File: src/rtl/fetch_unit_if.sv
// Fetch-stage bus: instruction memory request/response, branch redirect
// and the valid/ready instruction output toward decode.
interface fetch_unit_if #(
  parameter int WIDTH = 32
);
  logic             imem_req;
  logic [WIDTH-1:0] imem_addr;
  logic [WIDTH-1:0] imem_rdata;
  logic             redirect_valid;
  logic [WIDTH-1:0] redirect_pc;
  logic             out_valid;
  logic             out_ready;
  logic [WIDTH-1:0] out_instr;
  logic [WIDTH-1:0] out_pc;

  // fetch unit side
  modport master (
    output imem_req, imem_addr, out_valid, out_instr, out_pc,
    input  imem_rdata, redirect_valid, redirect_pc, out_ready
  );

  // environment side: imem, branch unit and decode
  modport slave (
    input  imem_req, imem_addr, out_valid, out_instr, out_pc,
    output imem_rdata, redirect_valid, redirect_pc, out_ready
  );
endinterface

File: src/rtl/fetch_unit.sv
// Instruction fetch stage: owns the PC, issues one-word reads to a
// synchronous-read imem, buffers {instr, pc} in a 2-entry FIFO and hands
// them downstream over valid/ready. Redirects flush buffered and
// in-flight fetches.
module fetch_unit #(
  parameter int               WIDTH    = 32,
  parameter int               SIZE     = 23,
  parameter logic [WIDTH-1:0] RESET_PC = '0
) (
  input  logic         clk,
  input  logic         reset,
  fetch_unit_if.master bus
);

  // imem only decodes SIZE word-address bits above the byte offset
  if (SIZE < 1 || SIZE + 2 > WIDTH) begin : g_size_check
    $error("fetch_unit: SIZE must leave room for the byte offset within WIDTH");
  end

  localparam logic [WIDTH-1:0] ALIGN_MASK = ~(WIDTH'(3));

  logic [WIDTH-1:0] pc_q;
  logic [WIDTH-1:0] inflight_pc_q;
  logic             inflight_q;
  logic             squash_q;

  logic [WIDTH-1:0] fifo_instr_q [2];
  logic [WIDTH-1:0] fifo_pc_q    [2];
  logic             rd_ptr_q;
  logic             wr_ptr_q;
  logic [1:0]       count_q;

  logic             out_valid;
  logic             pop;
  logic             push;
  logic             issue;
  logic [2:0]       credit;
  logic [WIDTH-1:0] redirect_target;

  // Handshake, credit check and output muxing
  always_comb begin
    out_valid       = (count_q != 2'd0);
    pop             = out_valid & bus.out_ready;
    // pop implies count_q >= 1, so this never underflows
    credit          = {1'b0, count_q} + {2'b00, inflight_q} - {2'b00, pop};
    // held off while reset is asserted so imem_req reads 0 in reset
    issue           = reset & ~bus.redirect_valid & (credit < 3'd2);
    // a redirect flushes the FIFO, so a response landing in that cycle is dropped too
    push            = inflight_q & ~squash_q & ~bus.redirect_valid;
    redirect_target = bus.redirect_pc & ALIGN_MASK;

    bus.out_valid   = out_valid;
    bus.out_instr   = out_valid ? fifo_instr_q[rd_ptr_q] : '0;
    bus.out_pc      = out_valid ? fifo_pc_q[rd_ptr_q] : '0;
    bus.imem_req    = issue;
    bus.imem_addr   = pc_q;
  end

  // PC, in-flight tracking and squash of stale responses
  always_ff @(posedge clk or negedge reset) begin
    if (!reset) begin
      pc_q          <= RESET_PC;
      inflight_q    <= 1'b0;
      inflight_pc_q <= '0;
      squash_q      <= 1'b0;
    end else if (bus.redirect_valid) begin
      pc_q       <= redirect_target;
      inflight_q <= 1'b0;
      squash_q   <= inflight_q;
    end else begin
      squash_q   <= 1'b0;
      inflight_q <= issue;
      if (issue) begin
        pc_q          <= pc_q + WIDTH'(4);
        inflight_pc_q <= pc_q;
      end
    end
  end

  // Two-entry {instr, pc} FIFO; push and pop may coincide
  always_ff @(posedge clk or negedge reset) begin
    if (!reset) begin
      for (int i = 0; i < 2; i++) begin
        fifo_instr_q[i] <= '0;
        fifo_pc_q[i]    <= '0;
      end
      rd_ptr_q <= 1'b0;
      wr_ptr_q <= 1'b0;
      count_q  <= 2'd0;
    end else if (bus.redirect_valid) begin
      rd_ptr_q <= 1'b0;
      wr_ptr_q <= 1'b0;
      count_q  <= 2'd0;
    end else begin
      if (push) begin
        fifo_instr_q[wr_ptr_q] <= bus.imem_rdata;
        fifo_pc_q[wr_ptr_q]    <= inflight_pc_q;
        wr_ptr_q               <= ~wr_ptr_q;
      end
      if (pop) begin
        rd_ptr_q <= ~rd_ptr_q;
      end
      count_q <= count_q + 2'(push) - 2'(pop);
    end
  end

endmodule

File: src/flat_wrapper.sv
// flat-port wrapper written by rule: the top's interface ports become plain ports
module fetch_unit_flat 
#(
  parameter int               WIDTH    = 32,
  parameter int               SIZE     = 23,
  parameter logic [WIDTH-1:0] RESET_PC = '0
)
  (clk, reset, bus_imem_req, bus_imem_addr, bus_out_valid, bus_out_instr, bus_out_pc, bus_imem_rdata, bus_redirect_valid, bus_redirect_pc, bus_out_ready);
  fetch_unit_if #(.WIDTH(WIDTH)) bus_i ();
  input  logic clk;
  input  logic reset;
  output wire logic [$bits(bus_i.imem_req)-1:0] bus_imem_req;
  output wire logic [$bits(bus_i.imem_addr)-1:0] bus_imem_addr;
  output wire logic [$bits(bus_i.out_valid)-1:0] bus_out_valid;
  output wire logic [$bits(bus_i.out_instr)-1:0] bus_out_instr;
  output wire logic [$bits(bus_i.out_pc)-1:0] bus_out_pc;
  input wire logic [$bits(bus_i.imem_rdata)-1:0] bus_imem_rdata;
  input wire logic [$bits(bus_i.redirect_valid)-1:0] bus_redirect_valid;
  input wire logic [$bits(bus_i.redirect_pc)-1:0] bus_redirect_pc;
  input wire logic [$bits(bus_i.out_ready)-1:0] bus_out_ready;
  assign bus_imem_req = bus_i.imem_req;
  assign bus_imem_addr = bus_i.imem_addr;
  assign bus_out_valid = bus_i.out_valid;
  assign bus_out_instr = bus_i.out_instr;
  assign bus_out_pc = bus_i.out_pc;
  assign bus_i.imem_rdata = bus_imem_rdata;
  assign bus_i.redirect_valid = bus_redirect_valid;
  assign bus_i.redirect_pc = bus_redirect_pc;
  assign bus_i.out_ready = bus_out_ready;
  fetch_unit #(.WIDTH(WIDTH), .SIZE(SIZE), .RESET_PC(RESET_PC)) u_core (.clk(clk), .reset(reset), .bus(bus_i));
endmodule
File: config.mk
export PLATFORM = sky130hd
export DESIGN_NAME = fetch_unit_flat
export DESIGN_NICKNAME = d
export VERILOG_FILES = /design/src/rtl/fetch_unit_if.sv /design/src/rtl/fetch_unit.sv /design/src/flat_wrapper.sv
export SDC_FILE = /design/constraint.sdc
export NUM_CORES = 1
export LEC_CHECK = 0
export BUFFER_PORTS_ARGS = -buffer_cell sky130_fd_sc_hd__clkbuf_2
export CAP_MARGIN = 15
export CORE_UTILIZATION = 39
export DETAILED_ROUTE_END_ITERATION = 7
export SLEW_MARGIN = 20
export SYNTH_ARGS = -nofsm -noshare
export SYNTH_HDL_FRONTEND = slang
export SYNTH_SLANG_ARGS = --single-unit
File: constraint.sdc
create_clock -name clk -period 4.25 [get_ports clk]
set_input_delay 0.85 -clock clk [delete_from_list [all_inputs] [get_ports clk]]
set_output_delay 0.85 -clock clk [all_outputs]
set_load 0.05 [all_outputs]
==> metrics.cfg <==
[synth]
syn_avg_cell_area_um2 = 11.4
netlist_area_um2 = 8970
yosys-top-cells-area = dfrtp_1, mux2_2, mux2i_1
yosys_warnings = 0
async_flop_share = 1.00
synth_seq_cells = 190
synth_cell_types = 57
ys_seq_area_frac = 0.530
synth_area_leader_cell = dfrtp_1
ys.flop_type = dfrtp_1
synth_edf_count = 0
synth_top_area_share = 0.530
synthCells = 784

[finish]
layout-drive-gt1-share = 0.353
n_antenna_cell = 0
final_cell_mix = dfrtp_1, clkbuf_2, nand2_1, mux2_2, nor2_1
fin_nets = 999
area_delta_synth_final_pct = 18.8
final_common_cell = dfrtp_1

[power_and_ir_drop]
cellLeakagePower_uw = 0.00500
p_per_area_nw_per_um2 = 776
ir_worst_vdd_mv = 0.339

[worst_setup_path]
rrSetupSlack_ns = 1.01
cpMaxStageDelayCell = dfrtp_1
cp-endpoint = bus_imem_req
worstPathRequired_ns = 3.40
cp_num_buf_inv = 3
arrival_ns = 2.80
critPathKind = reg2out
crit_path_end_kind = output port
critPathTopFamily = simple AND/OR/NAND/NOR gates
crit_cells = 9
crit_fanout = 9
reg2reg_to = u_core.bus.imem_addr[16]$_DFFE_PN0P_
slowest_delay_ns = 0.49
path_cells = nor2_4, inv_1, and2_1, nor2b_1, fa_1, xnor2_2, nand2_2, inv_1, buf_12
r2r_cells = 9
critPathLaunch = u_core.count_q[1]$_DFF_PN0_
cp-start-kind = flop
cpMostUsedCell = inv_1
r2r-start = u_core.count_q[1]$_DFF_PN0_

[job]
drv_cap = 0

[cts]
cts_setup_buffers = 0
cts_buffers = 17
root_buffer = clkbuf_16
cts_resized = 0
worstSkewPairLatency_ns = 0.43
cts.clk_slew.worst_paths_ns = 0.07
clock-sinks = 190
hold_buffers = 0
clockBufferDepth = 2
tritoncts = built
htree_levels = 4

[worst_hold_path]
hold_class = in2async

[sta]
fin_crit_sh = 0.858
final-setup-viol-count = 0
period_needed_ns = 3.65
fin_tns_setup_ns = 0
whs_ns = 0.377
hold_viol = 0
rsz0062_at_grt = no
relSlewSlack = 0.377
tightest_slew_ns = 0.935
skew_ns = 0.0115
final-max-slew-violation-count = 0
fmax_mhz = 274

[floorplanning]
die_area_um2 = 23600
die_w_um = 154
core_um2 = 22600
rows = 55
die_y_um = 154
initial_core_util = 0.398
ios = 166

[place]
gp_congestion = 0.824
place_hpwl_mm = 13.7
portBuffers = 159

[routing]
dr.pass1.iters = 4
drt-total-wl_mm = 21.1
wire_per_inst_um = 17.2
drcViolationCount = 0
drtAntennaViolNets = 0
vias = 6439
drt_iter0_markers = 360
via_per_inst = 5.26

[global_routing]
grt_start_max_net_pins = 71
grt_pass1_wl_mm = 34.0
grt_pass1_vias = 6349
antenna_found_initial = 0
grt_overflow_total = 0
grtUsageTotal = 0.184

[run_status]
status = finished clean

==> through the flow <==
stage	power [uW]	area [um2]	cells	util	worst slack [ns]
final	8270	10700	1225	0.472	0.604
after global routing	8790	10700	1225	0.472	0.448
after CTS	8370	10700	1225	0.472	0.586
after detailed placement	6650	10000	1193	0.444	0.749
after global placement	6580	10000	1193	0.444	0.768
after floorplan	5710	8980	787	-	0.452
==> cell families after synthesis <==
family                     synth area share
adders and majority gates           0.00642
xor gates and xnor gates            0.00865
DFF                                   0.530
and+or+nand+nor                       0.141
buffers and inverters                0.0346
other                              0.000418
muxes                                 0.227
AOI/OAI and AO/OA                    0.0517
==> state kept, by name, summed over array words and instances, names as in the netlist <==
name and count:
u_core.bus.imem_addr 30, u_core.count_q 2, u_core.fifo_instr_q 64, u_core.fifo_pc_q 60
u_core.inflight_pc_q 30, u_core.inflight_q 1, u_core.rd_ptr_q 1, u_core.squash_q 1
u_core.wr_ptr_q 1
==> worst min-delay path by stage <==
stage | start | end | slack [ns]
finish | reset | u_core.fifo_pc_q[40]$_DFFE_PN0P_ | 0.38
global route | reset | u_core.fifo_pc_q[40]$_DFFE_PN0P_ | 0.40
CTS | reset | u_core.fifo_pc_q[39]$_DFFE_PN0P_ | 0.39
detailed placement | u_core.fifo_pc_q[50]$_DFFE_PN0P_ | u_core.fifo_pc_q[50]$_DFFE_PN0P_ | 0.47
global placement | u_core.fifo_pc_q[51]$_DFFE_PN0P_ | u_core.fifo_pc_q[51]$_DFFE_PN0P_ | 0.47
floorplan | u_core.inflight_pc_q[2]$_DFFE_PN0P_ | u_core.inflight_pc_q[2]$_DFFE_PN0P_ | 0.46
==> cell type report <==
type | instances | area [um2]
clock buffers | 18 | 429
fillers | 2159 | 11900
well taps | 285 | 357
multi-input cells | 537 | 3940
clock inverters | 14 | 205
flip-flops and latches | 190 | 4760
inverters | 10 | 37.5
repair buffers | 171 | 935
==> cell usage after synthesis, types with 2 or more instances <==
cell type  instances
dfrtp_1          190
nand2_1          121
mux2_2           110
nor2_1            70
mux2i_1           64
nand3_1           24
buf_2             23
clkbuf_1          14
mux2_1            14
o211ai_1          13
o311ai_0          12
buf_4             11
inv_1              9
o311ai_1           8
or4_1              8
nand4_1            7
and2_1             6
and3_1             5
nor2b_1            5
o21ai_0            5
nor3_1             4
nor4_1             4
xnor2_1            4
a21oi_1            3
ha_1               3
nand4_2            3
xor2_1             3
a211o_1            2
a211oi_1           2
a22oi_1            2
a31o_2             2
a31oi_1            2
and4_1             2
buf_6              2
nand3_2            2
nand3b_1           2
nor4_2             2
o31ai_1            2
==> per-layer routing <==
metal	up-vias	track usage	share of wire
li1	3048	-	-
met1	3199	0.261	0.49
met2	169	0.282	0.46
met3	23	0.0335	0.038
met4	0	0.0633	0.018
met5	-	0	0
==> power by group <==
group	leakage, uW	internal, uW	switching [uW]
sequential	0.00242	2530	517
clock	0.000301	998	716
combinational	0.00228	1210	2300
total	0.00500	4740	3540
(Power assumes the default switching activity.)
